<file path="config.mk">
export PLATFORM = sky130hd
export DESIGN_NAME = link_training_seq
export DESIGN_NICKNAME = d
export VERILOG_FILES = /design/src/rtl/lt_seq_pkg.sv /design/src/rtl/lt_lane_eval.sv /design/src/rtl/link_training_seq.sv
export SDC_FILE = /design/constraint.sdc
export NUM_CORES = 1
export LEC_CHECK = 0
export BUFFER_PORTS_ARGS = -buffer_cell sky130_fd_sc_hd__buf_2
export CAP_MARGIN = 20
export CORE_MARGIN = 3
export CORE_UTILIZATION = 40
export DETAILED_ROUTE_END_ITERATION = 10
export GPL_ROUTABILITY_DRIVEN = 1
export PLACE_DENSITY = 0.63
export SLEW_MARGIN = 10
export SYNTH_ARGS = -nofsm -noshare
export SYNTH_HDL_FRONTEND = slang
export SYNTH_HIERARCHICAL = 1
export SYNTH_SLANG_ARGS = --single-unit
</file>
<file path="constraint.sdc">
create_clock -name clk -period 4.5 [get_ports clk]
set_input_delay 0.45 -clock clk [delete_from_list [all_inputs] [get_ports clk]]
set_output_delay 0.45 -clock clk [all_outputs]
set_load 0.02 [all_outputs]
</file>
<file path="src/rtl/lt_seq_pkg.sv">
// rtl/lt_seq_pkg.sv - shared types, codes and lane-mask helper for the link-training sequencer
package lt_seq_pkg;

  typedef enum logic [3:0] {
    ST_IDLE,
    ST_CR_WR,
    ST_CR_WAIT,
    ST_CR_RD,
    ST_CR_CHK,
    ST_EQ_WR,
    ST_EQ_WAIT,
    ST_EQ_RD,
    ST_EQ_CHK,
    ST_DONE,
    ST_FAIL
  } lt_state_t;

  localparam logic [1:0] TPS_NONE   = 2'd0;
  localparam logic [1:0] TPS1       = 2'd1;
  localparam logic [1:0] TPS2       = 2'd2;

  localparam logic       AUX_OP_WR  = 1'b0;
  localparam logic       AUX_OP_RD  = 1'b1;

  localparam logic [1:0] VSWING_MAX = 2'd3;

  // Lane 'lane' takes part in training for the given lane_cnt; any count
  // other than 1 or 2 means the full four-lane link.
  function automatic logic lane_mask(input logic [2:0] lane_cnt, input int lane);
    int active;
    case (lane_cnt)
      3'd1:    active = 1;
      3'd2:    active = 2;
      default: active = 4;
    endcase
    return (lane < active);
  endfunction

endpackage

</file>
<file path="src/rtl/lt_lane_eval.sv">
// rtl/lt_lane_eval.sv - combinational per-lane status reduction for link training
module lt_lane_eval
  import lt_seq_pkg::*;
#(
  parameter int NUM_LANES = 4
) (
  input  logic [2:0]             lane_cnt,
  input  logic [NUM_LANES-1:0]   cr_done,
  input  logic [NUM_LANES-1:0]   eq_done,
  input  logic [NUM_LANES-1:0]   sym_lock,
  input  logic [2*NUM_LANES-1:0] vswing,
  input  logic [2*NUM_LANES-1:0] adj_vswing,
  output logic                   all_cr_done,
  output logic                   all_eq_ok,
  output logic                   any_max_swing,
  output logic                   adj_same
);

  // Reduce only the active lanes; inactive lanes can report anything.
  always_comb begin
    all_cr_done   = 1'b1;
    all_eq_ok     = 1'b1;
    any_max_swing = 1'b0;
    adj_same      = 1'b1;
    for (int i = 0; i < NUM_LANES; i++) begin
      if (lane_mask(lane_cnt, i)) begin
        if (!cr_done[i])
          all_cr_done = 1'b0;
        if (!(eq_done[i] && sym_lock[i]))
          all_eq_ok = 1'b0;
        if (vswing[2*i +: 2] == VSWING_MAX)
          any_max_swing = 1'b1;
        if (adj_vswing[2*i +: 2] != vswing[2*i +: 2])
          adj_same = 1'b0;
      end
    end
  end

endmodule

</file>
<file path="src/rtl/link_training_seq.sv">
// rtl/link_training_seq.sv - DisplayPort CR/EQ link-training sequencer; optional AUX watchdog via LT_AUX_TIMEOUT_EN
module link_training_seq
  import lt_seq_pkg::*;
#(
  parameter int NUM_LANES    = 4,
  parameter int MAX_CR_SAME  = 5,
  parameter int MAX_EQ_LOOPS = 5,
  parameter int AUX_TIMEOUT  = 2000
) (
  input  logic                   clk,
  input  logic                   rst_n,
  input  logic                   lt_start,
  input  logic                   lt_abort,
  input  logic [2:0]             lane_cnt,
  input  logic [7:0]             rd_interval,
  output logic                   cr_ctr_start,
  output logic                   eq_ctr_start,
  output logic [7:0]             eq_rd_value,
  input  logic                   cr_ctr_fire,
  input  logic                   eq_ctr_fire,
  output logic                   aux_req,
  output logic                   aux_op,
  input  logic                   aux_ack,
  input  logic [NUM_LANES-1:0]   st_cr_done,
  input  logic [NUM_LANES-1:0]   st_eq_done,
  input  logic [NUM_LANES-1:0]   st_sym_lock,
  input  logic [2*NUM_LANES-1:0] adj_vswing,
  input  logic [2*NUM_LANES-1:0] adj_preemph,
  output logic [1:0]             tps_sel,
  output logic [2*NUM_LANES-1:0] vswing,
  output logic [2*NUM_LANES-1:0] preemph,
  output logic                   lt_busy,
  output logic                   lt_done,
  output logic                   lt_fail
);

  localparam logic [2:0] CR_SAME_LIM = 3'(MAX_CR_SAME);
  localparam logic [2:0] EQ_LOOP_LIM = 3'(MAX_EQ_LOOPS);

  lt_state_t              state;
  logic                   lt_start_d;
  logic [2:0]             same_cnt;
  logic [2:0]             eq_cnt;
  logic [NUM_LANES-1:0]   cr_done_q;
  logic [NUM_LANES-1:0]   eq_done_q;
  logic [NUM_LANES-1:0]   sym_lock_q;
  logic [2*NUM_LANES-1:0] adj_v_q;
  logic [2*NUM_LANES-1:0] adj_p_q;

  logic                   start_rise;
  logic [2:0]             same_inc;
  logic [2:0]             eq_inc;
  logic                   all_cr_done;
  logic                   all_eq_ok;
  logic                   any_max_swing;
  logic                   adj_same;
  logic                   wd_expire;

  assign start_rise = lt_start && !lt_start_d;
  assign same_inc   = (same_cnt == 3'd7) ? same_cnt : same_cnt + 3'd1;
  assign eq_inc     = (eq_cnt == 3'd7) ? eq_cnt : eq_cnt + 3'd1;

  lt_lane_eval #(
    .NUM_LANES (NUM_LANES)
  ) u_lane_eval (
    .lane_cnt      (lane_cnt),
    .cr_done       (cr_done_q),
    .eq_done       (eq_done_q),
    .sym_lock      (sym_lock_q),
    .vswing        (vswing),
    .adj_vswing    (adj_v_q),
    .all_cr_done   (all_cr_done),
    .all_eq_ok     (all_eq_ok),
    .any_max_swing (any_max_swing),
    .adj_same      (adj_same)
  );

`ifdef LT_AUX_TIMEOUT_EN
  logic [15:0] wd_cnt;

  assign wd_expire = aux_req && !aux_ack && (wd_cnt == 16'(AUX_TIMEOUT - 1));

  // Count cycles of an outstanding AUX request; any ack or idle bus clears it.
  always_ff @(posedge clk or negedge rst_n) begin
    if (!rst_n)
      wd_cnt <= '0;
    else if (aux_req && !aux_ack && !wd_expire)
      wd_cnt <= wd_cnt + 16'd1;
    else
      wd_cnt <= '0;
  end
`else
  logic [15:0] unused_aux_timeout;

  assign unused_aux_timeout = 16'(AUX_TIMEOUT);
  assign wd_expire          = 1'b0;
`endif

  // Training sequencer: CR loop, then EQ loop, with abort and watchdog overrides.
  always_ff @(posedge clk or negedge rst_n) begin
    if (!rst_n) begin
      state        <= ST_IDLE;
      lt_start_d   <= 1'b0;
      same_cnt     <= '0;
      eq_cnt       <= '0;
      cr_done_q    <= '0;
      eq_done_q    <= '0;
      sym_lock_q   <= '0;
      adj_v_q      <= '0;
      adj_p_q      <= '0;
      cr_ctr_start <= 1'b0;
      eq_ctr_start <= 1'b0;
      eq_rd_value  <= '0;
      aux_req      <= 1'b0;
      aux_op       <= AUX_OP_WR;
      tps_sel      <= TPS_NONE;
      vswing       <= '0;
      preemph      <= '0;
      lt_busy      <= 1'b0;
      lt_done      <= 1'b0;
      lt_fail      <= 1'b0;
    end else begin
      lt_start_d   <= lt_start;
      cr_ctr_start <= 1'b0;
      eq_ctr_start <= 1'b0;
      if (lt_abort) begin
        state   <= ST_IDLE;
        tps_sel <= TPS_NONE;
        aux_req <= 1'b0;
        aux_op  <= AUX_OP_WR;
        lt_busy <= 1'b0;
        lt_done <= 1'b0;
        lt_fail <= 1'b0;
      end else if (wd_expire) begin
        state   <= ST_FAIL;
        tps_sel <= TPS_NONE;
        aux_req <= 1'b0;
        lt_busy <= 1'b0;
        lt_fail <= 1'b1;
      end else begin
        case (state)
          ST_IDLE, ST_DONE, ST_FAIL: begin
            if (start_rise) begin
              vswing      <= '0;
              preemph     <= '0;
              same_cnt    <= '0;
              eq_cnt      <= '0;
              tps_sel     <= TPS1;
              eq_rd_value <= rd_interval;
              aux_req     <= 1'b1;
              aux_op      <= AUX_OP_WR;
              lt_busy     <= 1'b1;
              lt_done     <= 1'b0;
              lt_fail     <= 1'b0;
              state       <= ST_CR_WR;
            end
          end
          ST_CR_WR: begin
            if (aux_ack) begin
              aux_req      <= 1'b0;
              cr_ctr_start <= 1'b1;
              state        <= ST_CR_WAIT;
            end
          end
          ST_CR_WAIT: begin
            if (cr_ctr_fire) begin
              aux_req <= 1'b1;
              aux_op  <= AUX_OP_RD;
              state   <= ST_CR_RD;
            end
          end
          ST_CR_RD, ST_EQ_RD: begin
            if (aux_ack) begin
              aux_req    <= 1'b0;
              cr_done_q  <= st_cr_done;
              eq_done_q  <= st_eq_done;
              sym_lock_q <= st_sym_lock;
              adj_v_q    <= adj_vswing;
              adj_p_q    <= adj_preemph;
              state      <= (state == ST_CR_RD) ? ST_CR_CHK : ST_EQ_CHK;
            end
          end
          ST_CR_CHK: begin
            if (all_cr_done) begin
              tps_sel <= TPS2;
              eq_cnt  <= '0;
              aux_req <= 1'b1;
              aux_op  <= AUX_OP_WR;
              state   <= ST_EQ_WR;
            end else if (any_max_swing || (adj_same && same_inc >= CR_SAME_LIM)) begin
              state   <= ST_FAIL;
              tps_sel <= TPS_NONE;
              lt_busy <= 1'b0;
              lt_fail <= 1'b1;
            end else begin
              same_cnt <= adj_same ? same_inc : 3'd0;
              vswing   <= adj_v_q;
              preemph  <= adj_p_q;
              aux_req  <= 1'b1;
              aux_op   <= AUX_OP_WR;
              state    <= ST_CR_WR;
            end
          end
          ST_EQ_WR: begin
            if (aux_ack) begin
              aux_req      <= 1'b0;
              eq_ctr_start <= 1'b1;
              state        <= ST_EQ_WAIT;
            end
          end
          ST_EQ_WAIT: begin
            if (eq_ctr_fire) begin
              aux_req <= 1'b1;
              aux_op  <= AUX_OP_RD;
              state   <= ST_EQ_RD;
            end
          end
          ST_EQ_CHK: begin
            if (!all_cr_done || (!all_eq_ok && eq_inc == EQ_LOOP_LIM)) begin
              state   <= ST_FAIL;
              tps_sel <= TPS_NONE;
              lt_busy <= 1'b0;
              lt_fail <= 1'b1;
            end else if (all_eq_ok) begin
              state   <= ST_DONE;
              tps_sel <= TPS_NONE;
              lt_busy <= 1'b0;
              lt_done <= 1'b1;
            end else begin
              eq_cnt  <= eq_inc;
              vswing  <= adj_v_q;
              preemph <= adj_p_q;
              aux_req <= 1'b1;
              aux_op  <= AUX_OP_WR;
              state   <= ST_EQ_WR;
            end
          end
          default: state <= ST_IDLE;
        endcase
      end
    end
  end

endmodule

</file>
==> impl_metrics.json, run 1 <==
{
  "port_buffers": 78,
  "drive_above_1_share": 0.345,
  "post-route-min-period_ns": 2.88,
  "fillers": 836,
  "grt_max_degree": 73,
  "syn_area_um2": 3730,
  "antenna_left": 0,
  "start_util": 0.419,
  "slew_headroom": 0.385,
  "final_nets": 466,
  "cts_resized": 0,
  "tns_ns": 0,
  "cp.required_ns": 4.76,
  "ios": 79,
  "drv_slew": 0,
  "synth_edf_count": 0,
  "netSwitchingPower_mw": 0.670,
  "synth_area_leaders": "dfrtp_1 48%, mux2_2 11%, mux2i_1 4.8%",
  "ys.flop_type": "dfrtp_1",
  "internal-power_mw": 1.43,
  "die_y_um": 103,
  "pwr-share-comb": 0.257,
  "worstSetupPathType": "input port to flip-flop",
  "post_synth.cell_area_avg_um2": 11.0,
  "wl_met1_mm": 3.84,
  "maxUsedRoutingLayer": "met4",
  "grt_pass1_wl_mm": 13.7,
  "crit_chain": "buf_2 > or3b_2 > ha_1 > o21ai_0 > nor2_1 > nand4_2 > or2_4 > nand2_2 > and3_4 > mux2i_1",
  "dieArea_um2": 10500,
  "p_leak_nw": 1.99,
  "yosysUniqueCellTypes": 62,
  "min_period_over_period": 0.640,
  "cts-buffers-inserted": 9,
  "core_area_um2": 8890,
  "ir_drop_v": 0.000213,
  "insertion_delay_ns": 0.35,
  "first_pass_iters": 4,
  "cts_hold_buffers": 0,
  "clock-root-buffer": "clkbuf_8",
  "setup_viol": 0,
  "wl_per_cell_um": 15.6,
  "gp_congestion": 0.861,
  "area_delta_synth_final_pct": 18.2,
  "max_freq_ghz": 0.347,
  "hpwl_mm": 5.94,
  "start_kind": "input port",
  "via_per_inst": 5.26,
  "drv_cap": 0,
  "dieWidth_um": 103,
  "num_antenna_cells": 0,
  "async_reset_ff_frac": 1.00,
  "finalHoldViolCount": 0,
  "cts_tree": "built",
  "swShare": 0.319,
  "total_power_mw": 2.10,
  "ys_seq_elements": 72,
  "crit_path_top_delay_cell": "or3b_2",
  "status": "completed",
  "wl_mm": 8.26,
  "rsz0062_at_grt": "no",
  "cp_max_fo": 16,
  "seq_area_frac_synth": 0.484,
  "syn_inst": 340,
  "drtIter0Drc": 111,
  "grt_usage": 0.167,
  "syn_nets": 391,
  "worstPathArrival_ns": 3.14,
  "synth_top_cell_area_share": 0.484,
  "clkTransAtPathRegs_ns": 0.08,
  "drc": 0,
  "finClkSkew_ns": 0.0112,
  "min_path_type": "input port to asynchronous set/reset pin",
  "grt.overflow.total": 0,
  "power.share.sequential": 0.444,
  "wl_met2_mm": 3.91,
  "cts_max_level": 3,
  "cts_sinks": 72,
  "power_density_nw_per_um2": 476,
  "cts_setup_buffers": 0,
  "vias": 2777,
  "slowest_delay_ns": 0.48,
  "rows": 34,
  "ys_warn_count": 6,
  "clk_path_buf_depth": 2,
  "worst_pin_slew_ns": 0.923,
  "antenna_found_initial": 0,
  "grt_pass1_vias": 2732,
  "pwr-share-clk": 0.299,
  "yosys.area.top_type": "dfrtp_1",
  "wl_met3_um": 430,
  "endpoint_kind": "flip-flop"
}
==> cell families (layout without fill, tap and decap cells) <==
| family | count (synthesis) | after routing | synth area share |
|---|---|---|---|
| AND/OR/NAND/NOR | 84 | 84 | 0.124 |
| AO/OA/AOI/OAI | 72 | 72 | 0.133 |
| flip-flops | 72 | 72 | 0.484 |
| multiplexers | 55 | 55 | 0.160 |
| buffers and inverters | 41 | 121 | 0.0561 |
| XOR/XNOR | 10 | 10 | 0.0235 |
| adder cells (fa/ha/maj) | 6 | 6 | 0.0195 |
==> path summary, 6_finish.rpt <==
kind / start / endpoint / slack, ns / cells after the start
max in group asynchronous: rst_n / adj_v_q[4]$_DFFE_PN0P_ / 3.65 / 1
min reg2reg: eq_rd_value[5]$_DFFE_PN0P_ / eq_rd_value[5]$_DFFE_PN0P_ / 0.51 / 1
min: rst_n / same_cnt[1]$_DFFE_PN0P_ / 0.21 / 1
max: lane_cnt[0] / vswing[0]$_DFFE_PN0P_ / 1.62 / 10
max reg2reg: state[0]$_DFFE_PN0P_ / vswing[0]$_DFFE_PN0P_ / 2.11 / 6
min in group clk: lt_start / lt_start_d$_DFF_PN0_ / 0.24 / 1
==> power groups by stage <==
stage	clock (mW)	combinational, mW	sequential, mW
after floorplan	0	0.372	0.957
after global placement	0	0.536	0.940
after detailed placement	0	0.544	0.945
after CTS	0.642	0.546	0.933
after global routing	0.673	0.598	0.959
final	0.627	0.539	0.932
==> cells in the mapped netlist (2+ instances only) <==
cell and number:
dfrtp_1 72, mux2_2 37, nand2_1 33, inv_1 25, a21oi_1 18, mux2i_1 18, nor2_1 14, xnor2_1 10
o21ai_0 8, a31oi_1 6, nand2b_1 6, a22o_1 5, clkbuf_1 5, ha_1 5, nand3_1 5, o21a_1 5
nor2b_1 4, a21boi_0 3, and2_1 3, buf_2 3, buf_4 3, o31ai_1 3, a21boi_1 2, a21o_1 2
a22oi_1 2, a32oi_1 2, nand4_1 2, nor3_1 2, o211ai_1 2, o22ai_1 2, or4b_1 2
==> layer usage <==
| layer | global-route usage | vias up |
|---|---|---|
| li1 | - | 1353 |
| met1 | 0.237 | 1352 |
| met2 | 0.252 | 66 |
| met3 | 0.0426 | 6 |
| met4 | 0.0484 | 0 |
| met5 | 0 | - |
==> state kept, by name, summed over array words and instances (netlist names) <==
| register | flops |
|---|---|
| adj_p_q | 8 |
| adj_v_q | 8 |
| eq_rd_value | 8 |
| preemph | 8 |
| vswing | 8 |
| cr_done_q | 4 |
| eq_done_q | 4 |
| state | 4 |
| sym_lock_q | 4 |
| eq_cnt | 3 |
| same_cnt | 3 |
| tps_sel | 2 |
| aux_op | 1 |
| aux_req | 1 |
| cr_ctr_start | 1 |
| eq_ctr_start | 1 |
| lt_busy | 1 |
| lt_done | 1 |
| lt_fail | 1 |
| lt_start_d | 1 |
==> cell type report <==
| cell class | count | area (um^2) | area share |
|---|---|---|---|
| well taps | 108 | 135 | 0.0307 |
| repair buffers | 80 | 408 | 0.0926 |
| clock inverters | 7 | 120 | 0.0273 |
| inverters | 25 | 93.8 | 0.0213 |
| clock buffers | 9 | 124 | 0.0281 |
| flip-flops and latches | 72 | 1800 | 0.409 |
| multi-input cells | 227 | 1720 | 0.391 |
==> cell usage in the layout, fill, tap and decap left out, types with 9 or more instances in the layout <==
| master | instances |
|---|---|
| a21oi_1 | 18 |
| buf_2 | 77 |
| clkbuf_8 | 9 |
| dfrtp_1 | 72 |
| inv_1 | 25 |
| mux2_2 | 37 |
| mux2i_1 | 18 |
| nand2_1 | 33 |
| nor2_1 | 14 |
| xnor2_1 | 10 |
==> stage by stage <==
stage               worst slack [ns]  instances  utilization  hold slack (ns)  area (um^2)
detailed placement              1.27        512        0.468            0.489         4160
finish                          1.62        528        0.495            0.211         4400
CTS                             1.64        528        0.495            0.218         4400
global placement                1.36        512        0.468            0.485         4160
floorplan                       1.79        340            -            0.154         3730
global route                    1.46        528        0.495            0.224         4400
==> worst max-delay path: cells and delay by family <==
family                   cells  cell delay, ns
AO/OA/AOI/OAI                1            0.11
adder cells (fa/ha/maj)      1            0.38
buffers and inverters        1            0.10
multiplexers                 1            0.23
AND/OR/NAND/NOR              6            1.85
(Power assumes the default switching activity.)
==> inputs of run 2 (changes only) <==
==> constraint.sdc (replaced) <==
create_clock -name clk -period 3 [get_ports clk]
set_input_delay 0.3 -clock clk [delete_from_list [all_inputs] [get_ports clk]]
set_output_delay 0.3 -clock clk [all_outputs]
set_load 0.02 [all_outputs]
==> run 2 against run 1 <==
  * Flip-flop and latch count is the same
  * Clock skew shrank 0.0030 ns
  * Routed wire length grew 0.48%
  * Largest cell class unchanged
  * Highest routed layer unchanged
==> impl_metrics.json, run 2 (synthesized netlist as in run 1, its figures left out) <==
{
  "drv_slew": 0,
  "dieArea_um2": 10500,
  "clk_path_buf_depth": 2,
  "grt.overflow.total": 0,
  "worstSetupPathType": "input port to flip-flop",
  "clock-root-buffer": "clkbuf_8",
  "drive_above_1_share": 0.350,
  "rows": 34,
  "p_leak_nw": 1.99,
  "setup_viol": 0,
  "cts_resized": 0,
  "r2r_start": "state[0]$_DFFE_PN0P_",
  "power_density_nw_per_um2": 683,
  "grt_busiest_layer": "met2",
  "tns_ns": 0,
  "total_power_mw": 3.00,
  "port_buffers": 78,
  "setup_ws_ns": 0.414,
  "gr-usage-met1": 0.234,
  "min_period_over_period": 0.862,
  "area_delta_synth_final_pct": 17.8,
  "worst_pin_slew_ns": 0.906,
  "cp.required_ns": 3.23,
  "finClkSkew_ns": 0.00822,
  "drtIter0Drc": 89,
  "num_antenna_cells": 0,
  "wl_per_cell_um": 15.6,
  "ios": 79,
  "min_path_type": "input port to asynchronous set/reset pin",
  "ir_drop_v": 0.000296,
  "hpwl_mm": 5.97,
  "first_pass_iters": 4,
  "clkTransAtPathRegs_ns": 0.08,
  "cts_sinks": 72,
  "cts_setup_buffers": 0,
  "core_area_um2": 8890,
  "antenna_found_initial": 0,
  "slew_headroom": 0.396,
  "cp_max_fo": 5,
  "grt_max_degree": 73,
  "grt_pass1_vias": 2782,
  "drv_cap": 0,
  "grtUsageMet2": 0.253,
  "cts-buffers-inserted": 9,
  "antenna_left": 0,
  "worstPathArrival_ns": 2.81,
  "vias": 2785,
  "die_y_um": 103,
  "final_common_cell": "buf_2",
  "seq_area_um2": 1800,
  "drc": 0,
  "dieWidth_um": 103,
  "rsz0062_at_grt": "no",
  "fillers": 853,
  "rr_endpoint": "same_cnt[0]$_DFFE_PN0P_",
  "max_freq_ghz": 0.387,
  "grt_usage": 0.166,
  "post-route-min-period_ns": 2.59,
  "multi_input_area_um2": 1720,
  "insertion_delay_ns": 0.34,
  "via_per_inst": 5.24,
  "gr-usage-met3": 0.0338,
  "cts_tree": "built",
  "start_util": 0.419,
  "mostFrequentLayoutCells": "77 x buf_2, 72 x dfrtp_1, 37 x mux2_2, 33 x nand2_1, 25 x inv_1",
  "cts_max_level": 3,
  "r2r_slack_ns": 0.58,
  "final_nets": 469,
  "final_util": 0.494,
  "wl_mm": 8.30,
  "endpoint_kind": "flip-flop",
  "status": "completed",
  "gp_congestion": 0.821,
  "finalHoldViolCount": 0,
  "grt_pass1_wl_mm": 13.7,
  "rr_worst_depth": 6,
  "cts_hold_buffers": 0,
  "dp_slack_ns": 0.0965,
  "start_kind": "input port"
}
==> run 2: changes by cell type in the layout (fill, tap and decap cells not counted) <==
cell	previous run	this run
buf_4	3	6
bufinv_16	3	1
clkbuf_8	9	11
clkinv_2	1	2
clkinv_4	2	0
clkinvlp_4	1	2
==> run 2: stage by stage <==
step	cells	instance area (um^2)	hold WS, ns
floorplan	340	3730	0.00441
global placement	515	4180	0.434
detailed placement	515	4180	0.439
CTS	531	4390	0.0689
global route	531	4390	0.0622
finish	531	4390	0.0831
==> run 2: worst max-delay path by stage <==
stage                start                       to
2_1_floorplan  lane_cnt[0]  same_cnt[1]$_DFFE_PN0P_
3_3_place_gp   lane_cnt[0]  same_cnt[1]$_DFFE_PN0P_
3_5_place_dp   lane_cnt[0]  same_cnt[1]$_DFFE_PN0P_
4_1_cts        lane_cnt[0]  same_cnt[1]$_DFFE_PN0P_
5_1_grt        lane_cnt[0]  same_cnt[1]$_DFFE_PN0P_
6_report       lane_cnt[0]  same_cnt[1]$_DFFE_PN0P_
==> run 2: cell type report <==
type                            count  share of cell area
Clock buffer                       11              0.0345
Sequential cell                    72               0.410
Tap cell                          108              0.0308
Timing Repair Buffer               83              0.0981
Clock inverter                      5              0.0125
Multi-Input combinational cell    227               0.392
Inverter                           25              0.0214
==> run 2: layer usage <==
metal  wire [um]  vias to the layer above
met3         308                        7
li1            -                     1358
met2        3920                       54
met5           0                        -
met1        4030                     1366
met4          39                        0
==> run 2: power by group <==
group,internal (mW),switching (mW)
sequential,1.20,0.196
clock,0.427,0.361
combinational,0.392,0.422
total,2.02,0.978
==> run 2: worst max-delay path, stage by stage <==
cell,delay (ns)
buf_2,0.10
or3b_2,0.48
ha_1,0.37
a21oi_1,0.06
nor4_1,0.39
o21a_1,0.18
nor2_1,0.05
a21o_1,0.22
a21o_1,0.23
and2_1,0.16
a32o_1,0.25
==> inputs of run 3 (changes only) <==
--- a/config.mk
+++ b/config.mk
@@ -11,7 +11,7 @@
 export CORE_UTILIZATION = 40
 export DETAILED_ROUTE_END_ITERATION = 10
 export GPL_ROUTABILITY_DRIVEN = 1
-export PLACE_DENSITY = 0.63
+export PLACE_DENSITY_LB_ADDON = 0.2
 export SLEW_MARGIN = 10
 export SYNTH_ARGS = -nofsm -noshare
 export SYNTH_HDL_FRONTEND = slang
==> run 3 against run 2 <==
  * Critical path depth unchanged
  * Sequential power barely moved
  * Largest power group unchanged
  * Clock-buffer cell count down 2
  * Worst setup slack gained 0.040 ns
  * Largest cell class unchanged
  * Non-clock buffer count rose by 1
  * Utilization is 0.30 points higher
  * Sequential share of layout area is 0.24 points lower
  * Routed wire length up 1.4%
  * Critical endpoint unchanged
==> impl_metrics.json, run 3 (synthesized netlist as in run 1, its figures left out) <==
{
  "r2r_slack_ns": 0.64,
  "core_area_um2": 8890,
  "final_common_cell": "buf_2",
  "p_leak_nw": 2.00,
  "drtIter0Drc": 150,
  "clk_path_buf_depth": 2,
  "start_kind": "input port",
  "die_y_um": 103,
  "hpwl_mm": 6.04,
  "cts-buffers-inserted": 9,
  "dieArea_um2": 10500,
  "tns_ns": 0,
  "wl_per_cell_um": 15.8,
  "r2r_start": "vswing[4]$_DFFE_PN0P_",
  "wl_mm": 8.41,
  "post-route-min-period_ns": 2.55,
  "endpoint_kind": "flip-flop",
  "area_delta_synth_final_pct": 18.5,
  "worstPathArrival_ns": 2.79,
  "slew_headroom": 0.382,
  "grt.overflow.total": 0,
  "cp_max_fo": 5,
  "cts_resized": 0,
  "finalHoldViolCount": 0,
  "status": "completed",
  "antenna_found_initial": 0,
  "ios": 79,
  "rr_endpoint": "same_cnt[1]$_DFFE_PN0P_",
  "worstSetupPathType": "input port to flip-flop",
  "drv_cap": 0,
  "first_pass_iters": 4,
  "antenna_left": 0,
  "dp_slack_ns": 0.0887,
  "num_antenna_cells": 0,
  "rsz0062_at_grt": "no",
  "max_freq_ghz": 0.393,
  "rows": 34,
  "drv_slew": 0,
  "cp.required_ns": 3.24,
  "fin_hold_ws_ns": 0.0696,
  "grt_pass1_vias": 2799,
  "start_util": 0.419,
  "total_power_mw": 3.09,
  "power_density_nw_per_um2": 700,
  "setup_viol": 0,
  "cts_tree": "built",
  "setup_ws_ns": 0.453,
  "port_buffers": 78,
  "via_per_inst": 5.32,
  "clkTransAtPathRegs_ns": 0.08,
  "min_path_type": "input port to asynchronous set/reset pin",
  "rr_worst_depth": 9,
  "gp_congestion": 0.820,
  "insertion_delay_ns": 0.35,
  "cts_max_level": 3,
  "finClkSkew_ns": 0.0107,
  "worst_pin_slew_ns": 0.928,
  "grt_max_degree": 73,
  "mostFrequentLayoutCells": "77 x buf_2, 72 x dfrtp_1, 37 x mux2_2, 33 x nand2_1, 25 x inv_1",
  "min_period_over_period": 0.849,
  "grt_usage": 0.168,
  "drc": 0,
  "dieWidth_um": 103,
  "ir_drop_v": 0.000315,
  "clock-root-buffer": "clkbuf_8",
  "grt_pass1_wl_mm": 13.8,
  "cts_sinks": 72,
  "cts_hold_buffers": 0,
  "drive_above_1_share": 0.351,
  "final_nets": 470,
  "vias": 2831,
  "cts_setup_buffers": 0
}
## run 3: cell count changes in the layout (fill, tap and decap cells not counted), sizes merged
cell | before | now
buf | 83 | 84
bufinv | 1 | 2
clkbuf | 11 | 9
clkinv | 2 | 1
inv | 25 | 27
## run 3: worst max path at each step
stage                     start                 endpoint  slack [ns]  depth (start not counted)
floorplan           lane_cnt[0]  same_cnt[1]$_DFFE_PN0P_        0.44                         10
global placement    lane_cnt[0]  same_cnt[1]$_DFFE_PN0P_        0.18                         11
detailed placement  lane_cnt[0]  same_cnt[1]$_DFFE_PN0P_        0.09                         11
CTS                 lane_cnt[0]  same_cnt[1]$_DFFE_PN0P_        0.46                         11
global route        lane_cnt[0]   tps_sel[0]$_DFFE_PN0P_        0.29                         11
finish              lane_cnt[0]  same_cnt[1]$_DFFE_PN0P_        0.45                         11
## run 3: critical path, cell delays in order
cell and delay, ns:
buf_2 0.10, or3b_2 0.49, ha_1 0.36, a21oi_1 0.06
nor4_1 0.38, o21a_1 0.18, nor2_1 0.05, a21o_1 0.23
a21o_1 0.23, and2_1 0.16, a32o_1 0.25
## run 3: power breakdown
part	total (mW)	switching (mW)	internal, mW
logic	0.839	0.439	0.400
registers	1.38	0.183	1.20
clock network	0.872	0.397	0.475
## run 3: through the flow
stage,cells,cell area [um^2],utilization
after global routing,532,4420,0.497
after CTS,532,4420,0.497
after global placement,516,4190,0.471
after detailed placement,516,4190,0.471
final,532,4420,0.497
after floorplan,340,3730,-
## run 3: cell type report
cell class / count / area (um^2)
Tap cell: 108 / 135
Multi-Input combinational cell: 227 / 1720
Clock buffer: 9 / 124
Fill cell: 821 / 4480
Clock inverter: 7 / 101
Sequential cell: 72 / 1800
Inverter: 25 / 93.8
Timing Repair Buffer: 84 / 438
## run 3: layer usage
layer | GRT usage | part of all wire
met5 | 0 | 0
met2 | 0.263 | 0.47
met1 | 0.226 | 0.46
met3 | 0.0419 | 0.051
met4 | 0.0636 | 0.015
